==> config.mk <==
export PLATFORM = sky130hd
export DESIGN_NAME = real_size_row_sequencer_8tap_flat
export DESIGN_NICKNAME = d
export VERILOG_FILES = /design/src/rtl/hevc_interp_pkg.sv /design/src/rtl/real_size_row_sequencer_8tap_if.sv /design/src/rtl/real_size_row_sequencer_8tap_flux_priority_select.sv /design/src/rtl/real_size_row_sequencer_8tap.sv /design/src/flat_wrapper.sv
export SDC_FILE = /design/constraint.sdc
export NUM_CORES = 1
export LEC_CHECK = 0
export ABC_AREA = 1
export CAP_MARGIN = 20
export CELL_PAD_IN_SITES_DETAIL_PLACEMENT = 1
export CELL_PAD_IN_SITES_GLOBAL_PLACEMENT = 2
export CORE_UTILIZATION = 26
export CTS_CLUSTER_DIAMETER = 80
export CTS_CLUSTER_SIZE = 28
export DETAILED_ROUTE_END_ITERATION = 8
export HOLD_SLACK_MARGIN = 0.08
export PLACE_DENSITY = 0.8
export SLEW_MARGIN = 20
export SYNTH_ARGS = -nofsm -noshare
export SYNTH_HDL_FRONTEND = slang
export SYNTH_HIERARCHICAL = 1
export SYNTH_SLANG_ARGS = --single-unit
==> constraint.sdc <==
create_clock -name clk -period 2 [get_ports clk]
set_input_delay 0.3 -clock clk [delete_from_list [all_inputs] [get_ports clk]]
set_output_delay 0.3 -clock clk [all_outputs]
set_load 0.005 [all_outputs]
==> src/rtl/hevc_interp_pkg.sv <==
// Shared types and constants for the HEVC 8-tap interpolation actors
// (real-size derivation, row sequencer and their neighbours).
package hevc_interp_pkg;

  localparam int SIZE_WIDTH_DEF = 7;
  // Extra rows an 8-tap filter needs beyond the block size; used by the derive stage.
  localparam int DIFF = 7;

  typedef enum logic {
    SEQ_IDLE = 1'b0,
    SEQ_RUN  = 1'b1
  } seq_state_e;

  // Row token layout for the default two-flux configuration.
  typedef struct packed {
    logic [0:0]                tag;
    logic                      last;
    logic [SIZE_WIDTH_DEF-1:0] idx;
  } row_tok_t;

endpackage

==> src/rtl/real_size_row_sequencer_8tap_if.sv <==
// FIFO-side bundles of the row sequencer: the multi-flux real-size read port
// and the single row-token write port.

// read/empty: a pop (read[i]=1) is only legal while empty[i]=0; dout is the
// head token and is consumed on the clock edge where read is high.
// write/full: a push (write=1) happens on the edge where write is high and
// full is low; the producer never raises write while full is high.
interface rs_fifo_rd_if #(
  parameter int FLUX       = 2,
  parameter int SIZE_WIDTH = 7
);
  localparam int TAG_WIDTH = $clog2(FLUX);
  localparam int IN_WIDTH  = SIZE_WIDTH + TAG_WIDTH;

  logic [FLUX-1:0]     empty;
  logic [IN_WIDTH-1:0] dout;
  logic [FLUX-1:0]     read;

  modport master (input empty, input dout, output read);
  modport slave  (output empty, output dout, input read);
endinterface

interface row_fifo_wr_if #(
  parameter int FLUX       = 2,
  parameter int SIZE_WIDTH = 7
);
  localparam int TAG_WIDTH = $clog2(FLUX);
  localparam int OUT_WIDTH = TAG_WIDTH + 1 + SIZE_WIDTH;

  logic                 full;
  logic                 write;
  logic [OUT_WIDTH-1:0] din;

  modport master (input full, output write, output din);
  modport slave  (output full, input write, input din);
endinterface

==> src/rtl/real_size_row_sequencer_8tap_flux_priority_select.sv <==
// Fixed-priority flux picker: lowest-numbered non-empty flux wins.
// Shared by the derive stage and other multi-flux actors.
module flux_priority_select #(
  parameter int FLUX      = 2,
  parameter int TAG_WIDTH = $clog2(FLUX)
) (
  input  logic [FLUX-1:0]      empty,
  output logic [TAG_WIDTH-1:0] sel,
  output logic                 any_valid
);

  always_comb begin
    sel       = '0;
    any_valid = ~&empty;
    // Walk from the top down so the lowest non-empty index is written last.
    for (int i = FLUX - 1; i >= 0; i--) begin
      if (!empty[i]) begin
        sel = TAG_WIDTH'(i);
      end
    end
  end

endmodule

==> src/rtl/real_size_row_sequencer_8tap.sv <==
// Expands one real-size token per block into row-index tokens 0..size-1,
// locked to a single flux for the whole block.
module real_size_row_sequencer_8tap
  import hevc_interp_pkg::*;
#(
  parameter int FLUX       = 2,
  parameter int SIZE_WIDTH = SIZE_WIDTH_DEF
) (
  input  logic                clk,
  input  logic                rst_n,
  rs_fifo_rd_if.master        read_port_real_size,
  row_fifo_wr_if.master       write_port_row,
  output seq_state_e          dbg_state_o
);

  localparam int TAG_WIDTH = $clog2(FLUX);
  localparam int IN_WIDTH  = SIZE_WIDTH + TAG_WIDTH;
  localparam int OUT_WIDTH = TAG_WIDTH + 1 + SIZE_WIDTH;

  seq_state_e            state_q, state_d;
  logic [TAG_WIDTH-1:0]  cur_tag_q, cur_tag_d;
  logic [SIZE_WIDTH-1:0] cur_size_q, cur_size_d;
  logic [SIZE_WIDTH-1:0] row_cnt_q, row_cnt_d;

  logic [TAG_WIDTH-1:0]  sel;
  logic                  any_valid;
  logic [SIZE_WIDTH-1:0] size_in;
  logic                  last_row;
  logic [FLUX-1:0]       read_v;
  logic                  write_v;
  logic [OUT_WIDTH-1:0]  din_v;
  logic                  unused_dout_tag;

  flux_priority_select #(
    .FLUX      (FLUX),
    .TAG_WIDTH (TAG_WIDTH)
  ) u_sel (
    .empty     (read_port_real_size.empty),
    .sel       (sel),
    .any_valid (any_valid)
  );

  assign size_in         = read_port_real_size.dout[SIZE_WIDTH-1:0];
  // The tag carried in the token is redundant with the flux we popped from.
  assign unused_dout_tag = ^read_port_real_size.dout[IN_WIDTH-1:SIZE_WIDTH];
  assign last_row        = (row_cnt_q == (cur_size_q - SIZE_WIDTH'(1)));

  always_comb begin
    state_d    = state_q;
    cur_tag_d  = cur_tag_q;
    cur_size_d = cur_size_q;
    row_cnt_d  = row_cnt_q;
    read_v     = '0;
    write_v    = 1'b0;
    din_v      = '0;
    case (state_q)
      SEQ_IDLE: begin
        // Popping ignores downstream space; a zero-size token is simply dropped.
        if (any_valid) begin
          read_v[sel] = 1'b1;
          cur_tag_d   = sel;
          cur_size_d  = size_in;
          row_cnt_d   = '0;
          if (size_in != '0) begin
            state_d = SEQ_RUN;
          end
        end
      end
      SEQ_RUN: begin
        if (!write_port_row.full) begin
          write_v = 1'b1;
          din_v   = {cur_tag_q, last_row, row_cnt_q};
          if (last_row) begin
            state_d   = SEQ_IDLE;
            row_cnt_d = '0;
          end else begin
            row_cnt_d = row_cnt_q + SIZE_WIDTH'(1);
          end
        end
      end
      default: begin
        state_d = SEQ_IDLE;
      end
    endcase
  end

  always_ff @(posedge clk or negedge rst_n) begin
    if (!rst_n) begin
      state_q    <= SEQ_IDLE;
      cur_tag_q  <= '0;
      cur_size_q <= '0;
      row_cnt_q  <= '0;
    end else begin
      state_q    <= state_d;
      cur_tag_q  <= cur_tag_d;
      cur_size_q <= cur_size_d;
      row_cnt_q  <= row_cnt_d;
    end
  end

  // Strobes are combinational, so gate them with reset to drop them immediately.
  assign read_port_real_size.read = rst_n ? read_v  : '0;
  assign write_port_row.write     = rst_n ? write_v : 1'b0;
  assign write_port_row.din       = rst_n ? din_v   : '0;
  assign dbg_state_o              = state_q;

endmodule
==> src/flat_wrapper.sv <==
// flat-port wrapper written by rule: the top's interface ports become plain ports
module real_size_row_sequencer_8tap_flat import hevc_interp_pkg::*;
#(
  parameter int FLUX       = 2,
  parameter int SIZE_WIDTH = SIZE_WIDTH_DEF
)
  (clk, rst_n, dbg_state_o, read_port_real_size_empty, read_port_real_size_dout, read_port_real_size_read, write_port_row_full, write_port_row_write, write_port_row_din);
  rs_fifo_rd_if #(.FLUX(FLUX), .SIZE_WIDTH(SIZE_WIDTH)) read_port_real_size_i ();
  row_fifo_wr_if #(.FLUX(FLUX), .SIZE_WIDTH(SIZE_WIDTH)) write_port_row_i ();
  input  logic clk;
  input  logic rst_n;
  output seq_state_e dbg_state_o;
  input wire logic [$bits(read_port_real_size_i.empty)-1:0] read_port_real_size_empty;
  input wire logic [$bits(read_port_real_size_i.dout)-1:0] read_port_real_size_dout;
  output wire logic [$bits(read_port_real_size_i.read)-1:0] read_port_real_size_read;
  input wire logic [$bits(write_port_row_i.full)-1:0] write_port_row_full;
  output wire logic [$bits(write_port_row_i.write)-1:0] write_port_row_write;
  output wire logic [$bits(write_port_row_i.din)-1:0] write_port_row_din;
  assign read_port_real_size_i.empty = read_port_real_size_empty;
  assign read_port_real_size_i.dout = read_port_real_size_dout;
  assign read_port_real_size_read = read_port_real_size_i.read;
  assign write_port_row_i.full = write_port_row_full;
  assign write_port_row_write = write_port_row_i.write;
  assign write_port_row_din = write_port_row_i.din;
  real_size_row_sequencer_8tap #(.FLUX(FLUX), .SIZE_WIDTH(SIZE_WIDTH)) u_core (.clk(clk), .rst_n(rst_n), .read_port_real_size(read_port_real_size_i), .write_port_row(write_port_row_i), .dbg_state_o(dbg_state_o));
endmodule
== After elaboration in Yosys (flattened, before gate mapping) ==
Cells that the tools add are included.

* Register bits after elaboration: 16
* Logic and storage cells: 40

* Bitwise gates (word level): 2
* Add/sub/neg operators: 2
* Reduce and logical (&&, ||, !) cells: 5
* $lt $le $gt $ge: 2
* Eq/ne operators: 3
* Multiplexer cells: 22

{| class="wikitable"
|+ Operators with widths
! operator !! number
|-
| $mux 9 || 3
|-
| $mux 7 || 3
|-
| $pmux 7 s2 || 1
|-
| $mux 1 || 10
|-
| $add 7x1->7 const B || 1
|-
| $eq 7x7->1 || 1
|-
| $reduce_bool 7->1 || 1
|-
| $sub 7x1->7 const B || 1
|-
| $mux 2 || 3
|-
| $reduce_and 2->1 || 3
|-
| $ne 2x2->1 const B || 2
|-
| $lt 1x2->1 const B || 1
|-
| $not 1->1 || 2
|-
| $pmux 1 s2 || 1
|-
| $demux 1 s1 || 1
|-
| $ge 1x1->1 const B || 1
|-
| $logic_and 1x1->1 || 1
|}

== Logic depth before layout (Yosys ltp) ==
Gate-level depths: netlist of run 1.

* Depth in word-level cells: 9
* Depth in mapped cells: 12

== Cells and area by module ==
Netlist of run 1, hierarchy kept.

{| class="wikitable"
|+ By module, submodules not included
! module !! seq. area each (µm²) !! times used !! area each (µm²) !! cells each
|-
| real_size_row_sequencer_8tap || 400.4 || 1 || 1103.6 || 169
|-
| flux_priority_select || 0.0 || 1 || 13.8 || 3
|}

== Least setup slack after synthesis of run 1 ==
Ideal clock, no wire load.

* Path type: register to output
* Start: register u_core.cur_size_q[0]
* End: output write_port_row_din[7]
* Required time: 1.700 ns
* Cell stages (with the launch flop): 12
* Path slack: 0.298 ns
* Buffers on the path: 0
* Arrival: 1.402 ns
* Cells stage by stage: dfrtp_1 -> inv_2 -> ha_1 -> nand2_1 -> inv_1 -> nor2_1 -> nand2_1 -> nor2_1 -> nand2_1 -> nor2_4 -> nand2_4 -> nor2_1

* Cells in the longest elaborated chain, start to end: 5

{| class="wikitable"
|+ RTL lines
! what !! line !! source
|-
| start, declared || real_size_row_sequencer_8tap.sv:22 || <nowiki>logic [SIZE_WIDTH-1:0] cur_size_q, cur_size_d;</nowiki>
|-
| start signal, assigned || real_size_row_sequencer_8tap.sv:96 || <nowiki>cur_size_q <= cur_size_d;</nowiki>
|-
| $sub 7x1->7 || real_size_row_sequencer_8tap.sv:46 || <nowiki>assign last_row = (row_cnt_q == (cur_size_q - SIZE_WIDTH'(1)));</nowiki>
|-
| $eq 7x7->1 || real_size_row_sequencer_8tap.sv:46 ||
|-
| $mux 9 || real_size_row_sequencer_8tap.sv:70 || <nowiki>if (!write_port_row.full) begin</nowiki>
|-
| $mux 9 || real_size_row_sequencer_8tap.sv:56 || <nowiki>case (state_q)</nowiki>
|-
| $mux 9 || real_size_row_sequencer_8tap.sv:104 || <nowiki>assign write_port_row.din = rst_n ? din_v : '0;</nowiki>
|-
| end, declared || flat_wrapper.sv:18 || <nowiki>output wire logic [$bits(write_port_row_i.din)-1:0] write_port_row_din;</nowiki>
|}

No other way between the ends.

== Final worst setup path of run 1 ==
Ends and elaborated chain as after synthesis.

==> impl_metrics.sql, run 1 <==
INSERT INTO impl_metrics (metric_group, metric, value, unit) VALUES
('grt', 'antenna_found_initial', '0', ''),
('run_status', 'violations', 'setup timing', ''),
('sta', 'fmaxAchievable', '492', 'MHz'),
('drt', 'drtPass1Iterations', '4', ''),
('layout', 'register_area', '400', 'um2'),
('clock_network', 'cts_root_buffer', 'clkbuf_8', ''),
('drt', 'num_vias', '1227', ''),
('layout', 'area_delta_synth_final', '49.8', '%'),
('critical_path', 'critPathLaunchType', 'flip-flop', ''),
('critical_path', 'r2r_setup_slack', '0.33', 'ns'),
('critical_path', 'reg2regPathDepth', '13', ''),
('drt', 'initialDrtViolationCount', '25', ''),
('drt', 'drt-vias-per-instance', '4.51', ''),
('sta', 'slew_headroom', '0.749', ''),
('placement', 'placed_cells', '266', ''),
('layout', 'finish.instance_area', '1670', 'um2'),
('synth', 'synthCells', '172', ''),
('drt', 'antenna_violating_nets_post_route', '0', ''),
('clock_network', 'cts_buffers', '3', ''),
('clock_network', 'tritoncts', 'done', ''),
('grt', 'gr-usage-all-layers', '0.174', ''),
('sta', 'grt_setup_unrepaired', 'true', ''),
('critical_path', 'cp_cell_sequence', 'inv_2 -> ha_4 -> nand2_2 -> inv_2 -> nor2_2 -> nand2_1 -> nor2_2 -> nand2_2 -> nor2_4 -> nand2_4 -> nor2_2 -> buf_2', ''),
('synth', 'synth_edf_count', '0', ''),
('critical_path', 'crit_slowest_cell', 'dfrtp_1', ''),
('synth', 'yosys_warnings', '6', ''),
('critical_path', 'setup.worst_path.end_class', 'output port', ''),
('sta', 'report.final.hold_viol_count', '0', ''),
('synth', 'post_synth_main_area_contributors', 'dfrtp_1 36%, nand2_1 18%, inv_1 9.7%', ''),
('floorplanning', 'core_area', '4060', 'um2'),
('power', 'power.static_leakage', '0.971', 'nW'),
('critical_path', 'crit-reg2reg-launch', 'u_core/cur_size_q[0]$_DFFE_PN0P_', ''),
('floorplanning', 'die_area', '4560', 'um2'),
('synth', 'mappedNetlistArea', '1120', 'um2'),
('clock_network', 'cts_sinks', '16', ''),
('synth', 'synth_top_cells_by_count', '54 x nand2_1, 29 x inv_1, 19 x nor2_1', ''),
('sta', 'setup-violations-final', '1', ''),
('placement', 'port_buffers', '24', ''),
('synth', 'flip_flop_and_latch_count_after_synthesis', '16', ''),
('critical_path', 'cp_common_cell', 'nor2_2', ''),
('critical_path', 'crit_arrival', '1.73', 'ns'),
('floorplanning', 'initial_utilization', '0.275', ''),
('critical_path', 'endpoint', 'write_port_row_din[7]', ''),
('power', 'power_density', '1290', 'nW/um2'),
('critical_path', 'critical-path-max-stage-delay', '0.39', 'ns'),
('sta', 'post-route-worst-setup-slack', '-0.0308', 'ns'),
('synth', 'synth_flop_cell', 'dfrtp_1', ''),
('critical_path', 'worstPathRequired', '1.70', 'ns'),
('sta', 'worstMarginPinSlew', '0.372', 'ns'),
('drt', 'totalWireLength', '3610', 'um'),
('run_status', 'status', 'finished with violations', ''),
('synth', 'asyncSetResetFlopFracSynth', '1.00', ''),
('critical_path', 'cp_top_family', 'simple AND/OR/NAND/NOR gates', ''),
('critical_path', 'path_class', 'reg2out', ''),
('floorplanning', 'num_rows', '23', ''),
('layout', 'diodes', '0', ''),
('grt', 'grt.overflow.total', '0', ''),
('layout', 'multi_input_area', '623', 'um2'),
('sta', 'fin_hold_ws', '0.214', 'ns'),
('sta', 'tcrit_tclk_final', '1.02', ''),
('placement', 'gp_routability_congestion', '0.836', ''),
('flow_run', 'maxCapViolCount', '0', ''),
('critical_path', 'worstSetupStartpoint', 'u_core/cur_size_q[0]$_DFFE_PN0P_', ''),
('floorplanning', 'fp.dieW', '67.6', 'um'),
('sta', 'timing.final.max_slew_violations', '0', ''),
('grt', 'grt_start_max_net_pins', '17', ''),
('clock_network', 'cts_htree_levels', '1', ''),
('placement', 'post-dp-hpwl', '2900', 'um'),
('synth', 'mappedNetlistNets', '187', ''),
('placement', 'placedInstanceArea', '1570', 'um2'),
('drt', 'wl_per_cell', '13.3', 'um');
area by class of cell:
class / count / share of cell area
clock buffer: 4 / 0.0329
inverter: 34 / 0.0777
multi-input combinational: 121 / 0.372
sequential: 16 / 0.239
tap: 50 / 0.0374
timing repair buffer: 47 / 0.241
cell usage in the layout (no fill, tap or decap):
| cell type | n |
|---|---|
| clkbuf_8 | 4 |
| buf_4 | 23 |
| nor2_2 | 6 |
| dfrtp_1 | 16 |
| nand2_2 | 4 |
| nor2_4 | 4 |
| clkdlybuf4s50_1 | 10 |
| xnor2_1 | 1 |
| o22ai_1 | 2 |
| o21ai_1 | 1 |
| nand2_1 | 52 |
| buf_2 | 1 |
| ha_4 | 1 |
| dlymetal6s2s_1 | 3 |
| xor2_1 | 5 |
| inv_1 | 26 |
| inv_4 | 1 |
| nor3_1 | 3 |
| nand3_1 | 15 |
| o41ai_1 | 1 |
| o21ai_0 | 7 |
| ha_1 | 1 |
| dlygate4sd2_1 | 10 |
| nand2_4 | 1 |
| nor2_1 | 15 |
| inv_2 | 7 |
| a21oi_1 | 1 |
| nand4_1 | 1 |
metrics by stage:
stage               setup WS (ns)   util
floorplan                   0.298      -
detailed placement         -0.255  0.388
CTS                       -0.0864  0.408
global placement           -0.186  0.388
finish                    -0.0308  0.413
global route               -0.145  0.413
what timing repair did:
item                       4_1_cts  5_1_grt
pin swaps                        4        9
setup endpoints to repair       11        3
buffers inserted                 3        0
resized for setup               21       10
state kept, by name, summed over array words and instances, names as in the netlist:
name	cells
u_core/cur_size_q	7
u_core/cur_tag_q	1
u_core/row_cnt_q	7
u_core/dbg_state_o	1
power breakdown:
part	internal [mW]	switching, mW	leakage [nW]
Clock	0.175	0.125	0.0288
Sequential	0.445	0.126	0.202
Combinational	0.577	0.706	0.740
Total	1.20	0.957	0.971
worst reg2reg max path, stage by stage, from the launching register on:
cell and delay, ns:
dfrtp_1 0.39, inv_2 0.08, ha_4 0.20, nand2_2 0.05
inv_2 0.03, nor2_2 0.08, nand2_1 0.07, nor2_2 0.14
buf_4 0.12, nand3_1 0.11, nor2_4 0.13, nand2_1 0.06
nand2_1 0.05, nand2_1 0.05
how the worst min path moves through the flow:
| stage | startpoint | end | slack [ns] | cells past startpoint |
|---|---|---|---|---|
| finish | rst_n | u_core/row_cnt_q[3]$_DFFE_PN0P_ | 0.21 | 2 |
| global route | rst_n | u_core/row_cnt_q[3]$_DFFE_PN0P_ | 0.24 | 2 |
| CTS | rst_n | u_core/row_cnt_q[3]$_DFFE_PN0P_ | 0.21 | 2 |
| detailed placement | u_core/dbg_state_o$_DFF_PN0_ | u_core/dbg_state_o$_DFF_PN0_ | 0.50 | 2 |
| global placement | u_core/dbg_state_o$_DFF_PN0_ | u_core/dbg_state_o$_DFF_PN0_ | 0.51 | 2 |
| floorplan | rst_n | u_core/cur_size_q[0]$_DFFE_PN0P_ | 0.004 | 0 |
cells by family (layout without fill, tap and decap cells):
kind of cell               after synthesis  in the layout  synth area share
adders and majority gates                2              2            0.0224
buffers and inverters                   35             85             0.118
DFF                                     16             16             0.358
AOI/OAI and AO/OA                       12             12            0.0593
and+or+nand+nor                        101            101             0.395
xor gates and xnor gates                 6              6            0.0470
per-layer routing:
| layer | share of wire | vias up | global-route usage |
|---|---|---|---|
| met5 | 0 | - | 0 |
| met2 | 0.53 | 15 | 0.314 |
| met3 | 0.017 | 4 | 0.0118 |
| met1 | 0.44 | 584 | 0.215 |
| met4 | 0.016 | 0 | 0.0612 |
| li1 | - | 624 | - |
Power figures use the tool's default switching activity.
==> run 2: changes to the inputs <==
CAP_MARGIN = 0   (was 20)
==> results of run 2 <==
No change in the layout: final DEF, timing and power equal those of run 1.
